===== config.mk =====
export PLATFORM = sky130hd
export DESIGN_NAME = mem_port_arbiter
export DESIGN_NICKNAME = d
export VERILOG_FILES = /design/src/rtl/mem_port_arbiter_pkg.sv /design/src/rtl/mem_port_arbiter_mem_lat_timer.sv /design/src/rtl/mem_port_arbiter.sv
export SDC_FILE = /design/constraint.sdc
export NUM_CORES = 1
export LEC_CHECK = 0
export ABC_CLOCK_PERIOD_IN_PS = 2450
export BUFFER_PORTS_ARGS = -buffer_cell sky130_fd_sc_hd__buf_2
export CAP_MARGIN = 40
export CELL_PAD_IN_SITES_DETAIL_PLACEMENT = 0
export CELL_PAD_IN_SITES_GLOBAL_PLACEMENT = 2
export CORE_UTILIZATION = 10
export DETAILED_ROUTE_END_ITERATION = 16
export MAX_ROUTING_LAYER = met4
export PLACE_DENSITY_LB_ADDON = 0.1
export SETUP_SLACK_MARGIN = 0.3
export SYNTH_ARGS = -nofsm -noshare
export SYNTH_HDL_FRONTEND = slang
export SYNTH_SLANG_ARGS = --single-unit

===== constraint.sdc =====
create_clock -name clk -period 2.45 [get_ports clk]
set_input_delay 0.735 -clock clk [delete_from_list [all_inputs] [get_ports clk]]
set_output_delay 0.735 -clock clk [all_outputs]
set_load 0.02 [all_outputs]

===== src/rtl/mem_port_arbiter_pkg.sv =====
// ---------------------------------------------------------------------------
// mem_port_arbiter_pkg
// Shared encodings and constants for the unified-memory port arbiter.
//   owner_e      : which requester owns the current access (fetch / data)
//   arb_state_e  : arbiter FSM states
//   LAT_CNT_W    : width of the latency counter
//   MEM_LAT_MAX  : largest latency the counter can time
//   lat_load()   : counter load value for a given latency
// ---------------------------------------------------------------------------
package mem_port_arbiter_pkg;

   localparam int LAT_CNT_W   = 4;
   localparam int MEM_LAT_MAX = (1 << LAT_CNT_W) - 1;

   typedef enum logic {
      OWNER_IF = 1'b0,
      OWNER_D  = 1'b1
   } owner_e;

   typedef enum logic {
      ARB_IDLE = 1'b0,
      ARB_BUSY = 1'b1
   } arb_state_e;

   // The issue cycle itself counts as the first latency cycle, so the
   // counter starts one below the latency and completion is seen at zero.
   function automatic logic [LAT_CNT_W-1:0] lat_load(input int lat);
      return LAT_CNT_W'(lat - 1);
   endfunction

endpackage


===== src/rtl/mem_port_arbiter_mem_lat_timer.sv =====
// ---------------------------------------------------------------------------
// mem_lat_timer
// Loadable down-counter that times the fixed memory latency.
//   clk, rst_n : clock, asynchronous active-low reset
//   load       : load load_val this cycle (access issued)
//   load_val   : start value (latency - 1)
//   done       : counter is at zero
// The counter saturates at zero when not reloaded.
// ---------------------------------------------------------------------------
module mem_lat_timer
   import mem_port_arbiter_pkg::*;
(
   input  logic                 clk,
   input  logic                 rst_n,
   input  logic                 load,
   input  logic [LAT_CNT_W-1:0] load_val,
   output logic                 done
);

   logic [LAT_CNT_W-1:0] count;

   // NOTE: state registers use non-blocking assignments so every flop
   // samples its inputs from before the edge, independent of block order.
   always_ff @(posedge clk or negedge rst_n) begin
      if (!rst_n) begin
         count <= '0;
      end else if (load) begin
         count <= load_val;
      end else if (count != '0) begin
         count <= count - 1'b1;
      end
   end

   assign done = (count == '0);

endmodule


===== src/rtl/mem_port_arbiter.sv =====
// ---------------------------------------------------------------------------
// mem_port_arbiter
// Shares a single-ported unified memory between instruction fetch and the
// load/store path. One access in flight at a time; completion is timed by
// a fixed memory latency.
//   if_req/if_addr            : fetch request (held until if_valid)
//   if_gnt/if_valid/if_rdata  : fetch issued / fetch complete + data
//   d_req/d_we/d_addr/d_wdata : load/store request (held until d_valid)
//   d_gnt/d_valid/d_rdata     : data issued / data complete + load data
//   mem_en/mem_we/mem_addr/mem_wdata/mem_rdata : memory-side port
// Parameters: ADDR_W, DATA_W, MEM_LAT (1..15).
// Build option: define MEM_ARB_RR_EN for round-robin selection between
// simultaneous requests; otherwise data has fixed priority over fetch.
// ---------------------------------------------------------------------------
module mem_port_arbiter
   import mem_port_arbiter_pkg::*;
#(
   parameter int ADDR_W  = 32,
   parameter int DATA_W  = 32,
   parameter int MEM_LAT = 2
) (
   input  logic              clk,
   input  logic              rst_n,
   input  logic              if_req,
   input  logic [ADDR_W-1:0] if_addr,
   output logic              if_gnt,
   output logic              if_valid,
   output logic [DATA_W-1:0] if_rdata,
   input  logic              d_req,
   input  logic              d_we,
   input  logic [ADDR_W-1:0] d_addr,
   input  logic [DATA_W-1:0] d_wdata,
   output logic              d_gnt,
   output logic              d_valid,
   output logic [DATA_W-1:0] d_rdata,
   output logic              mem_en,
   output logic              mem_we,
   output logic [ADDR_W-1:0] mem_addr,
   output logic [DATA_W-1:0] mem_wdata,
   input  logic [DATA_W-1:0] mem_rdata
);

   if (MEM_LAT < 1 || MEM_LAT > MEM_LAT_MAX) begin : g_bad_mem_lat
      $error("mem_port_arbiter: MEM_LAT=%0d outside 1..%0d", MEM_LAT, MEM_LAT_MAX);
   end

   arb_state_e state;
   owner_e     owner;
   owner_e     last_owner;
   owner_e     sel;
   logic       owner_we;
   logic       issue;
   logic       complete;
   logic       lat_done;

   // The issue decision is combinational so gnt and the memory strobe land
   // in the request cycle; gating with rst_n keeps the port quiet while
   // reset is held even if requesters keep their req high.
   assign issue    = rst_n && (state == ARB_IDLE) && (if_req || d_req);
   assign complete = (state == ARB_BUSY) && lat_done;

`ifdef MEM_ARB_RR_EN
   always_comb begin
      // NOTE: every always_comb output gets a default first so no path
      // leaves it unassigned, which would otherwise infer a latch.
      sel = OWNER_IF;
      if (if_req && d_req) begin
         if (last_owner == OWNER_D) sel = OWNER_IF;
         else                       sel = OWNER_D;
      end else if (d_req) begin
         sel = OWNER_D;
      end
   end
`else
   // Data wins ties: it belongs to the older instruction in the pipeline.
   always_comb begin
      sel = OWNER_IF;
      if (d_req) sel = OWNER_D;
   end

   logic unused_last_owner;
   assign unused_last_owner = logic'(last_owner);
`endif

   always_comb begin
      mem_en    = 1'b0;
      mem_we    = 1'b0;
      mem_addr  = '0;
      mem_wdata = '0;
      if (issue) begin
         mem_en = 1'b1;
         if (sel == OWNER_D) begin
            mem_we    = d_we;
            mem_addr  = d_addr;
            mem_wdata = d_wdata;
         end else begin
            mem_addr  = if_addr;
         end
      end
   end

   assign if_gnt   = issue && (sel == OWNER_IF);
   assign d_gnt    = issue && (sel == OWNER_D);
   assign if_valid = complete && (owner == OWNER_IF);
   assign d_valid  = complete && (owner == OWNER_D);
   // Stores complete with zero read data; the memory's read bus is not
   // meaningful for a write.
   assign if_rdata = if_valid ? mem_rdata : '0;
   assign d_rdata  = (d_valid && !owner_we) ? mem_rdata : '0;

   always_ff @(posedge clk or negedge rst_n) begin
      if (!rst_n) begin
         state      <= ARB_IDLE;
         owner      <= OWNER_D;
         owner_we   <= 1'b0;
         last_owner <= OWNER_D;
      end else begin
         case (state)
            ARB_IDLE: begin
               if (issue) begin
                  state      <= ARB_BUSY;
                  owner      <= sel;
                  owner_we   <= (sel == OWNER_D) && d_we;
                  last_owner <= sel;
               end
            end
            ARB_BUSY: begin
               if (lat_done) state <= ARB_IDLE;
            end
            default: state <= ARB_IDLE;
         endcase
      end
   end

   mem_lat_timer u_timer (
      .clk      (clk),
      .rst_n    (rst_n),
      .load     (issue),
      .load_val (lat_load(MEM_LAT)),
      .done     (lat_done)
   );

endmodule

# ---- After elaboration in Yosys (flattened, before gate mapping)
# Cells that the tools add are included.
# Widths: inputs -> output; s select.
dict set report op_classes {
  addsub 1
  n_mux 14
  bitwise 3
  n_reduce_logical 15
}
# op count
set ops {}
lappend ops {{$mux 32} 6}
lappend ops {{$logic_and 1x1->1} 9}
lappend ops {{$mux 4} 2}
lappend ops {{$mux 1} 5}
lappend ops {{$logic_not 4->1} 1}
lappend ops {{$reduce_bool 4->1} 1}
lappend ops {{$sub 4x1->4 const B} 1}
lappend ops {{$not 1->1} 3}
lappend ops {{$pmux 1 s2} 1}
lappend ops {{$reduce_and 2->1} 1}
lappend ops {{$reduce_bool 2->1} 1}
lappend ops {{$logic_not 1->1} 1}
lappend ops {{$logic_or 1x1->1} 1}
dict set report word_totals {
  ff_bits 7
  in_bits 133
  elab_cells 37
}

# ---- Logic depth before layout (Yosys ltp)
# Gate-level depths: netlist of the first run.
dict set report depth {
  word_depth 5
  mapped_depth 7
}

# ---- By module
# From an unflattened synthesis of the first run, not the netlist that was laid out.
dict set report hier_totals {
  hier_cells 263
  hier_area_um2 1665.3
}
# module n_inst cells_per_inst area_per_inst_um2 seq_area_each_um2
set by_module_without_submodules {}
lappend by_module_without_submodules {mem_port_arbiter 1 241 1431.4 76.3}
lappend by_module_without_submodules {mem_lat_timer 1 22 234.0 100.1}

# ---- Worst setup path before layout of the first run
# Ideal clock, no wire load.
dict set report synth_timing {
  path_kind {register to output}
  start {register u_timer.count[0]}
  end {output port if_rdata[22]}
  t_arrival_ns 1.801
  setup_slack_ns -0.086
  stages_incl_launch_ff 8
  path_buffers 2
  cell_sequence {dfrtp_1 > inv_1 > ha_1 > or3b_1 > buf_6 > nor3b_4 > buf_6 > and2_1}
}
dict set report synth_via {
  elab_chain_len 4
}
# item line_no
set synth_rtl {}
lappend synth_rtl {{start: declaration} mem_port_arbiter_mem_lat_timer.sv:20} ;# logic [LAT_CNT_W-1:0] count;
lappend synth_rtl {{start signal: assignment} mem_port_arbiter_mem_lat_timer.sv:28} ;# count <= load_val;
lappend synth_rtl {{start signal: assignment} mem_port_arbiter_mem_lat_timer.sv:30} ;# count <= count - 1'b1;
lappend synth_rtl {{$logic_not 4->1} mem_port_arbiter_mem_lat_timer.sv:34} ;# assign done = (count == '0);
lappend synth_rtl {{$logic_and 1x1->1} mem_port_arbiter.sv:60} ;# assign complete = (state == ARB_BUSY) && lat_done;
lappend synth_rtl {{$logic_and 1x1->1} mem_port_arbiter.sv:104} ;# assign if_valid = complete && (owner == OWNER_IF);
lappend synth_rtl {{via if_valid} mem_port_arbiter.sv:27} ;# output logic if_valid,
lappend synth_rtl {{$mux 32} mem_port_arbiter.sv:108} ;# assign if_rdata = if_valid ? mem_rdata : '0;
lappend synth_rtl {{end: declaration} mem_port_arbiter.sv:28} ;# output logic [DATA_W-1:0] if_rdata,
# The timed path passes the listed nets, and every way through them passes these cells.

# ---- Worst setup path in the final report of the first run
dict set report layout_timing {
  start {register u_timer.count[1]}
  end {output port if_rdata[16]}
}
dict set report layout_via {
  elab_chain_len 4
}
# item line_no
set layout_rtl {}
lappend layout_rtl {{$logic_not 4->1} mem_port_arbiter_mem_lat_timer.sv:34}
lappend layout_rtl {{$logic_and 1x1->1} mem_port_arbiter.sv:60}
lappend layout_rtl {{$logic_and 1x1->1} mem_port_arbiter.sv:104}
lappend layout_rtl {{$mux 32} mem_port_arbiter.sv:108}
# No other way between the ends.

==> results of run 1 <==
[metal layers]
| layer | vias up | track usage, % | part of all wire [%] |
|---|---|---|---|
| met5 | - | - | 0 |
| met4 | 0 | 1.98 | 0.57 |
| met3 | 6 | 2.92 | 8.2 |
| met2 | 164 | 27.3 | 59 |
| met1 | 1133 | 12.5 | 32 |
| li1 | 1224 | - | - |
[final timing paths]
check                      cells past startpoint          endpoint  slack (ps)              from
min in group asynchronous                      4          owner_we         580             rst_n
min reg2reg                                    1             owner         540             owner
max                                            8      if_rdata[16]        -290  u_timer.count[1]
max reg2reg                                    7  u_timer.count[1]         760  u_timer.count[1]
max in group asynchronous                      4             owner        1670             rst_n
min                                            1             owner         540             owner
[through the flow]
step                cell area [sq um]  cells
finish                           5110    663
global placement                 3520    623
floorplan                        2010    182
global route                     5110    663
detailed placement               3520    623
CTS                              4890    651
[report_power, final]
group / switching [W] / internal (W)
logic: 0.000895 / 0.00126
registers: 0.0000578 / 0.000180
clock network: 0.0000604 / 0.000216
total: 0.00101 / 0.00166
[repair_timing]
action / 4_1_cts / 5_1_grt
endpoints found under the setup margin: 134 / 134
resized for setup: 285 / 25
setup buffers: 14 / 7
cloned: 10 / 4
pin swaps: 20 / 16
[logic make-up after synthesis]
logic type                 Yosys count
DFF                                  7
adders and majority gates            1
xor gates and xnor gates             3
buffers and inverters               22
AOI/OAI and AO/OA                   36
and+or+nand+nor                    113
[cell type report]
type | instances | area, sq um
Antenna cell | 1 | 2.50
Clock buffer | 4 | 78.8
Fill cell | 1339 | 8180
Inverter | 3 | 11.3
Multi-Input combinational cell | 153 | 1620
Sequential cell | 7 | 176
Tap cell | 176 | 220
Timing Repair Buffer | 319 | 3000
[sequential cells by signal, summed over array words and instances, names as in the netlist]
register / cells
owner: 1
state: 1
u_timer.count: 4
owner_we: 1
[Yosys cell counts]
| cell type | instances |
|---|---|
| a22o_1 | 32 |
| a21o_1 | 2 |
| nand2_1 | 4 |
| dfstp_2 | 1 |
| nor2_1 | 2 |
| dfrtp_1 | 6 |
| nor3b_4 | 1 |
| nor3_4 | 1 |
| and2_1 | 94 |
| nor3b_1 | 1 |
| and3b_1 | 2 |
| nor3_1 | 3 |
| nor2b_1 | 1 |
| buf_6 | 4 |
| ha_1 | 1 |
| a211oi_1 | 1 |
| buf_2 | 5 |
| or3b_1 | 1 |
| inv_1 | 3 |
| clkbuf_1 | 10 |
| and2_2 | 3 |
| o21ai_0 | 1 |
| xnor2_1 | 3 |
[cell usage in the layout (no fill, tap or decap), drive strengths merged]
| cell type | count |
|---|---|
| buf | 316 |
| and2 | 97 |
| a22o | 32 |
| clkbuf | 7 |
| dfrtp | 6 |
| nand2 | 4 |
| nor3 | 4 |
| xnor2 | 3 |
| inv | 3 |
| and3b | 2 |
| a21o | 2 |
| nor2 | 2 |
| nor3b | 2 |
| diode | 1 |
| nor2b | 1 |
| o21ai | 1 |
| or3b | 1 |
| a211oi | 1 |
| ha | 1 |
| dfstp | 1 |
==> flow_results.xml, run 1 <==
<?xml version="1.0" encoding="UTF-8"?>
<metrics>
  <group name="status">
    <metric name="result_of_the_run" unit="">complete, but fails checks</metric>
    <metric name="violations" unit="">negative setup slack</metric>
  </group>
  <group name="worst_setup_path">
    <metric name="path_delay_family" unit="">simple AND/OR/NAND/NOR gates</metric>
    <metric name="arrival_time_reported_for_the_critical_path_endpoint" unit="ps">2010</metric>
    <metric name="cp_data_required_time" unit="ps">1710</metric>
    <metric name="cp_launch_type" unit="">flip-flop</metric>
    <metric name="worstSetupEndpointType" unit="">primary output</metric>
    <metric name="cp.buffers_inverters" unit="">4</metric>
    <metric name="critical_path.max_fanout" unit="">8</metric>
    <metric name="critPathMaxStageDelay" unit="ps">410</metric>
    <metric name="worstSetupPathType" unit="">flip-flop to primary output</metric>
    <metric name="cp_common_cell" unit="">buf_6</metric>
    <metric name="critical_path_top_delay_cell" unit="">or3b_4</metric>
    <metric name="crit_chain" unit="">inv_2 &gt; ha_4 &gt; or3b_4 &gt; nor3b_4 &gt; buf_6 &gt; clkbuf_16 &gt; and2_4 &gt; buf_6</metric>
  </group>
  <group name="die">
    <metric name="core_area" unit="sq um">13300</metric>
    <metric name="core.rowCount" unit="">42</metric>
    <metric name="pin_count" unit="">267</metric>
    <metric name="die_width" unit="um">119</metric>
    <metric name="die_area" unit="sq um">14100</metric>
    <metric name="start_util" unit="%">10.3</metric>
    <metric name="fp.dieH" unit="um">119</metric>
  </group>
  <group name="global_routing">
    <metric name="track_usage" unit="%">13.3</metric>
    <metric name="global_route.overflow_total" unit="">0</metric>
    <metric name="pin_count_of_the_biggest_net_entering_global_routing" unit="">33</metric>
    <metric name="grt_first_pass_wirelength" unit="um">14300</metric>
    <metric name="grt_pass1_vias" unit="">2680</metric>
    <metric name="grt_antenna_before_repair" unit="">1</metric>
  </group>
  <group name="place">
    <metric name="place.gp.congestion" unit="">0.741</metric>
    <metric name="dp_worst_setup_slack" unit="ps">-127</metric>
    <metric name="hpwlAfterDp" unit="um">7290</metric>
    <metric name="portBuffers" unit="">266</metric>
  </group>
  <group name="route">
    <metric name="drc_errors_left" unit="">0</metric>
    <metric name="number_of_nets_with_antenna_violations_after_routing" unit="">0</metric>
    <metric name="vias" unit="">2527</metric>
    <metric name="viasPerCell" unit="">3.81</metric>
    <metric name="finalWirelength" unit="um">10000</metric>
    <metric name="drt-pass1-iter-count" unit="">4</metric>
    <metric name="drt_iter0_markers" unit="">38</metric>
    <metric name="routed_wire_length_per_instance" unit="um">15.1</metric>
  </group>
  <group name="sta">
    <metric name="setup_violations" unit="">123</metric>
    <metric name="final_max_slew_viol_count" unit="">0</metric>
    <metric name="rsz_0062_raised_after_global_routing" unit="">yes</metric>
    <metric name="relSlewSlack" unit="%">70.5</metric>
    <metric name="setup_tns" unit="ps">-19560</metric>
    <metric name="fin_skew" unit="ps">0.435</metric>
    <metric name="fmax" unit="MHz">365</metric>
    <metric name="fin_crit" unit="ps">2740</metric>
    <metric name="finalWorstSetupSlack" unit="ps">-292</metric>
    <metric name="finalHoldWorstSlack" unit="ps">539</metric>
    <metric name="finalHoldViolations" unit="">0</metric>
    <metric name="max_slew.worst_pin.slew" unit="ps">442</metric>
    <metric name="fin_crit_sh" unit="%">112</metric>
  </group>
  <group name="yosys">
    <metric name="seq_area_frac_synth" unit="%">12.9</metric>
    <metric name="synth.yosys.warnings" unit="">0</metric>
    <metric name="post_synth_net_total" unit="">316</metric>
    <metric name="synth_top_family_by_area" unit="">simple AND/OR/NAND/NOR gates</metric>
    <metric name="synth_top_cell_area_share" unit="%">43.1</metric>
    <metric name="synthesis.area" unit="sq um">1370</metric>
    <metric name="netlist-cell-type-count" unit="">23</metric>
    <metric name="synth-adder-area-share" unit="%">0.917</metric>
    <metric name="synth_compound_area_share" unit="%">22.5</metric>
    <metric name="muxShareOfSynthArea" unit="%">0</metric>
    <metric name="yosys-top-cells-area" unit="">and2_1 43%, a22o_1 21%, dfrtp_1 11%</metric>
    <metric name="synth_simple_gate_area_share" unit="%">53.0</metric>
    <metric name="synth-xor-area-share" unit="%">1.92</metric>
    <metric name="post_synthesis_area_per_instance" unit="sq um">7.50</metric>
    <metric name="number_of_instances_in_the_synthesized_netlist" unit="">182</metric>
    <metric name="synth_seq_cells" unit="">7</metric>
    <metric name="synth.largest_area_cell" unit="">and2_1</metric>
  </group>
  <group name="pwr">
    <metric name="total_power" unit="W">0.00267</metric>
    <metric name="worst_ir_drop_vdd" unit="V">0.000196</metric>
    <metric name="total_leakage_power" unit="nW">2.69</metric>
    <metric name="powerDensity" unit="nW/um^2">523</metric>
  </group>
  <group name="clock_tree">
    <metric name="clock_insertion_delay_worst_skew" unit="ps">230</metric>
    <metric name="numClockSinks" unit="">7</metric>
    <metric name="tritoncts" unit="">yes</metric>
    <metric name="max-clock-path-buffers" unit="">2</metric>
    <metric name="clockRootBuffer" unit="">clkbuf_16</metric>
    <metric name="holdBufCountCts" unit="">0</metric>
    <metric name="cts_htree_levels" unit="">1</metric>
    <metric name="tritoncts.num_buffers" unit="">3</metric>
    <metric name="clk_transition_reported_paths" unit="ps">40</metric>
  </group>
  <group name="finish">
    <metric name="area_delta_synth_final" unit="%">275</metric>
    <metric name="design.final.nets" unit="">621</metric>
    <metric name="fin_util" unit="%">38.5</metric>
    <metric name="post_route_cells_drive_above_1_share" unit="%">95.1</metric>
  </group>
  <group name="run">
    <metric name="max_cap_violations" unit="">0</metric>
  </group>
  <group name="min_path">
    <metric name="hp-class" unit="">flip-flop to flip-flop</metric>
  </group>
</metrics>
Power figures use the tool's default switching activity.
==> inputs of run 2 (changes only) <==
--- a/config.mk
+++ b/config.mk
@@ -5,7 +5,7 @@
 export SDC_FILE = /design/constraint.sdc
 export NUM_CORES = 1
 export LEC_CHECK = 0
-export ABC_CLOCK_PERIOD_IN_PS = 2450
+export ABC_CLOCK_PERIOD_IN_PS = 3000
 export BUFFER_PORTS_ARGS = -buffer_cell sky130_fd_sc_hd__buf_2
 export CAP_MARGIN = 40
 export CELL_PAD_IN_SITES_DETAIL_PLACEMENT = 0
==> constraint.sdc (replaced) <==
create_clock -name clk -period 3 [get_ports clk]
set_input_delay 0.9 -clock clk [delete_from_list [all_inputs] [get_ports clk]]
set_output_delay 0.9 -clock clk [all_outputs]
set_load 0.02 [all_outputs]
==> flow_results.xml, run 2 (synthesis results as in run 1) <==
<?xml version="1.0" encoding="UTF-8"?>
<metrics>
  <group name="status">
    <metric name="result_of_the_run" unit="">finished clean</metric>
  </group>
  <group name="die">
    <metric name="core.rowCount" unit="">42</metric>
    <metric name="core_area" unit="sq um">13300</metric>
    <metric name="fp.dieH" unit="um">119</metric>
    <metric name="die_area" unit="sq um">14100</metric>
    <metric name="start_util" unit="%">10.3</metric>
    <metric name="pin_count" unit="">267</metric>
    <metric name="die_width" unit="um">119</metric>
  </group>
  <group name="worst_setup_path">
    <metric name="critPathMaxStageDelay" unit="ps">410</metric>
    <metric name="critical_path_top_delay_cell" unit="">or3b_4</metric>
    <metric name="reg2regPathDepth" unit="">7</metric>
    <metric name="critical_path.max_fanout" unit="">5</metric>
    <metric name="cp_data_required_time" unit="ps">2100</metric>
    <metric name="crit_chain" unit="">inv_2 &gt; ha_4 &gt; or3b_4 &gt; nor3b_4 &gt; buf_6 &gt; buf_12 &gt; and2_2 &gt; buf_6</metric>
    <metric name="arrival_time_reported_for_the_critical_path_endpoint" unit="ps">2020</metric>
    <metric name="ff2ff_setup_slack" unit="ps">1380</metric>
    <metric name="worstSetupEndpointType" unit="">primary output</metric>
    <metric name="cp_launch_type" unit="">flip-flop</metric>
    <metric name="worstSetupPathType" unit="">flip-flop to primary output</metric>
    <metric name="cp_common_cell" unit="">buf_6</metric>
  </group>
  <group name="sta">
    <metric name="max_slew.worst_pin.slew" unit="ps">427</metric>
    <metric name="final_max_slew_viol_count" unit="">0</metric>
    <metric name="relSlewSlack" unit="%">71.4</metric>
    <metric name="setup_tns" unit="ps">0</metric>
    <metric name="setup_violations" unit="">0</metric>
    <metric name="fmax" unit="MHz">343</metric>
    <metric name="finalHoldViolations" unit="">0</metric>
    <metric name="fin_crit_sh" unit="%">97.3</metric>
    <metric name="rsz_0062_raised_after_global_routing" unit="">yes</metric>
    <metric name="fin_crit" unit="ps">2920</metric>
    <metric name="fin_skew" unit="ps">2.55</metric>
  </group>
  <group name="global_routing">
    <metric name="global_route.overflow_total" unit="">0</metric>
    <metric name="grt_first_pass_wirelength" unit="um">13600</metric>
    <metric name="grt_antenna_before_repair" unit="">0</metric>
    <metric name="pin_count_of_the_biggest_net_entering_global_routing" unit="">33</metric>
    <metric name="track_usage" unit="%">12.7</metric>
    <metric name="grt_pass1_vias" unit="">2527</metric>
  </group>
  <group name="finish">
    <metric name="largest-register" unit="">u_timer.count</metric>
    <metric name="post_layout_nonfiller_instances" unit="">666</metric>
    <metric name="fin_util" unit="%">37.3</metric>
    <metric name="design.final.nets" unit="">624</metric>
    <metric name="commonest_cells_after_routing_fill_and_taps_aside" unit="">142 x buf_6, 133 x buf_2, 92 x and2_4, 31 x a22o_1</metric>
    <metric name="postLayoutCellArea" unit="sq um">4960</metric>
    <metric name="max_ffs_per_register" unit="">4</metric>
    <metric name="area_delta_synth_final" unit="%">264</metric>
    <metric name="most_common_cell_after_layout_fill_and_taps_aside" unit="">buf_6</metric>
    <metric name="final.fill_count" unit="">1366</metric>
    <metric name="post_route_cells_drive_above_1_share" unit="%">88.3</metric>
  </group>
  <group name="clock_tree">
    <metric name="tritoncts.num_buffers" unit="">3</metric>
    <metric name="tritoncts" unit="">yes</metric>
    <metric name="max-clock-path-buffers" unit="">2</metric>
    <metric name="clk_transition_reported_paths" unit="ps">40</metric>
    <metric name="numClockSinks" unit="">7</metric>
    <metric name="cts_htree_levels" unit="">1</metric>
    <metric name="clockRootBuffer" unit="">clkbuf_16</metric>
    <metric name="clock_insertion_delay_worst_skew" unit="ps">230</metric>
  </group>
  <group name="pwr">
    <metric name="total_power" unit="W">0.00217</metric>
    <metric name="total_leakage_power" unit="nW">2.55</metric>
    <metric name="worst_ir_drop_vdd" unit="V">0.000225</metric>
    <metric name="powerDensity" unit="nW/um^2">436</metric>
  </group>
  <group name="place">
    <metric name="hpwlAfterDp" unit="um">6440</metric>
    <metric name="place.detailed.instances" unit="">613</metric>
    <metric name="portBuffers" unit="">266</metric>
    <metric name="place.gp.congestion" unit="">0.722</metric>
    <metric name="placed_instance_area" unit="sq um">2980</metric>
  </group>
  <group name="route">
    <metric name="viasPerCell" unit="">3.93</metric>
    <metric name="drt-pass1-iter-count" unit="">4</metric>
    <metric name="drc_errors_left" unit="">0</metric>
    <metric name="vias" unit="">2618</metric>
    <metric name="drt_iter0_markers" unit="">28</metric>
    <metric name="number_of_nets_with_antenna_violations_after_routing" unit="">0</metric>
    <metric name="routed_wire_length_per_instance" unit="um">15.8</metric>
    <metric name="finalWirelength" unit="um">10500</metric>
  </group>
  <group name="min_path">
    <metric name="hp-class" unit="">flip-flop to flip-flop</metric>
    <metric name="worstHoldPathCells" unit="">1</metric>
  </group>
  <group name="run">
    <metric name="max_cap_violations" unit="">0</metric>
  </group>
</metrics>
[run 2: area by class of cell]
class                      count  area (sq um)  area share [%]
clock inverter                 1          5.00           0.101
sequential                     7           176            3.55
clock buffer                   3          75.1            1.51
inverter                       3          11.3           0.227
antenna                        1          2.50          0.0504
multi-input combinational    153          1340            27.0
tap                          176           220            4.44
timing repair buffer         322          3140            63.2
[run 2: power by group]
part	internal (W)	switching [W]
Combinational	0.00103	0.000719
Sequential	0.000147	0.0000500
Clock	0.000175	0.0000497
[run 2: critical path: cells and delay by family (launching register included)]
kind | cells | cell delay [ps]
AND/OR/NAND/NOR | 3 | 800
buffers and inverters | 4 | 480
flip-flops | 1 | 380
adder cells (fa/ha/maj) | 1 | 120
[run 2: path summary, 6_finish.rpt]
check                                   end              from
max                             if_rdata[0]  u_timer.count[0]
min                                   owner             owner
max reg2reg                        owner_we             state
min reg2reg                           owner             owner
max in group asynchronous             owner             rst_n
min in group asynchronous  u_timer.count[0]             rst_n
[run 2: layer usage]
| metal | track usage, % | vias to the layer above | part of all wire [%] |
|---|---|---|---|
| li1 | - | 1227 | - |
| met2 | 27.8 | 167 | 60 |
| met4 | 1.66 | 0 | 0.53 |
| met1 | 10.8 | 1220 | 31 |
| met5 | - | - | 0 |
| met3 | 2.73 | 4 | 8.4 |
[run 2: what timing repair did]
action	in CTS	in global routing
hold buffers	0	0
pin swaps	49	73
buffers inserted	17	13
setup endpoints to repair	130	131
resized for setup	235	157
cloned	12	6
[run 2: stage by stage]
stage	hold slack, ps	setup WS, ps
final	534	80.6
after global routing	550	-11.1
after CTS	539	57.0
after detailed placement	534	195
after global placement	529	196
after floorplan	501	284
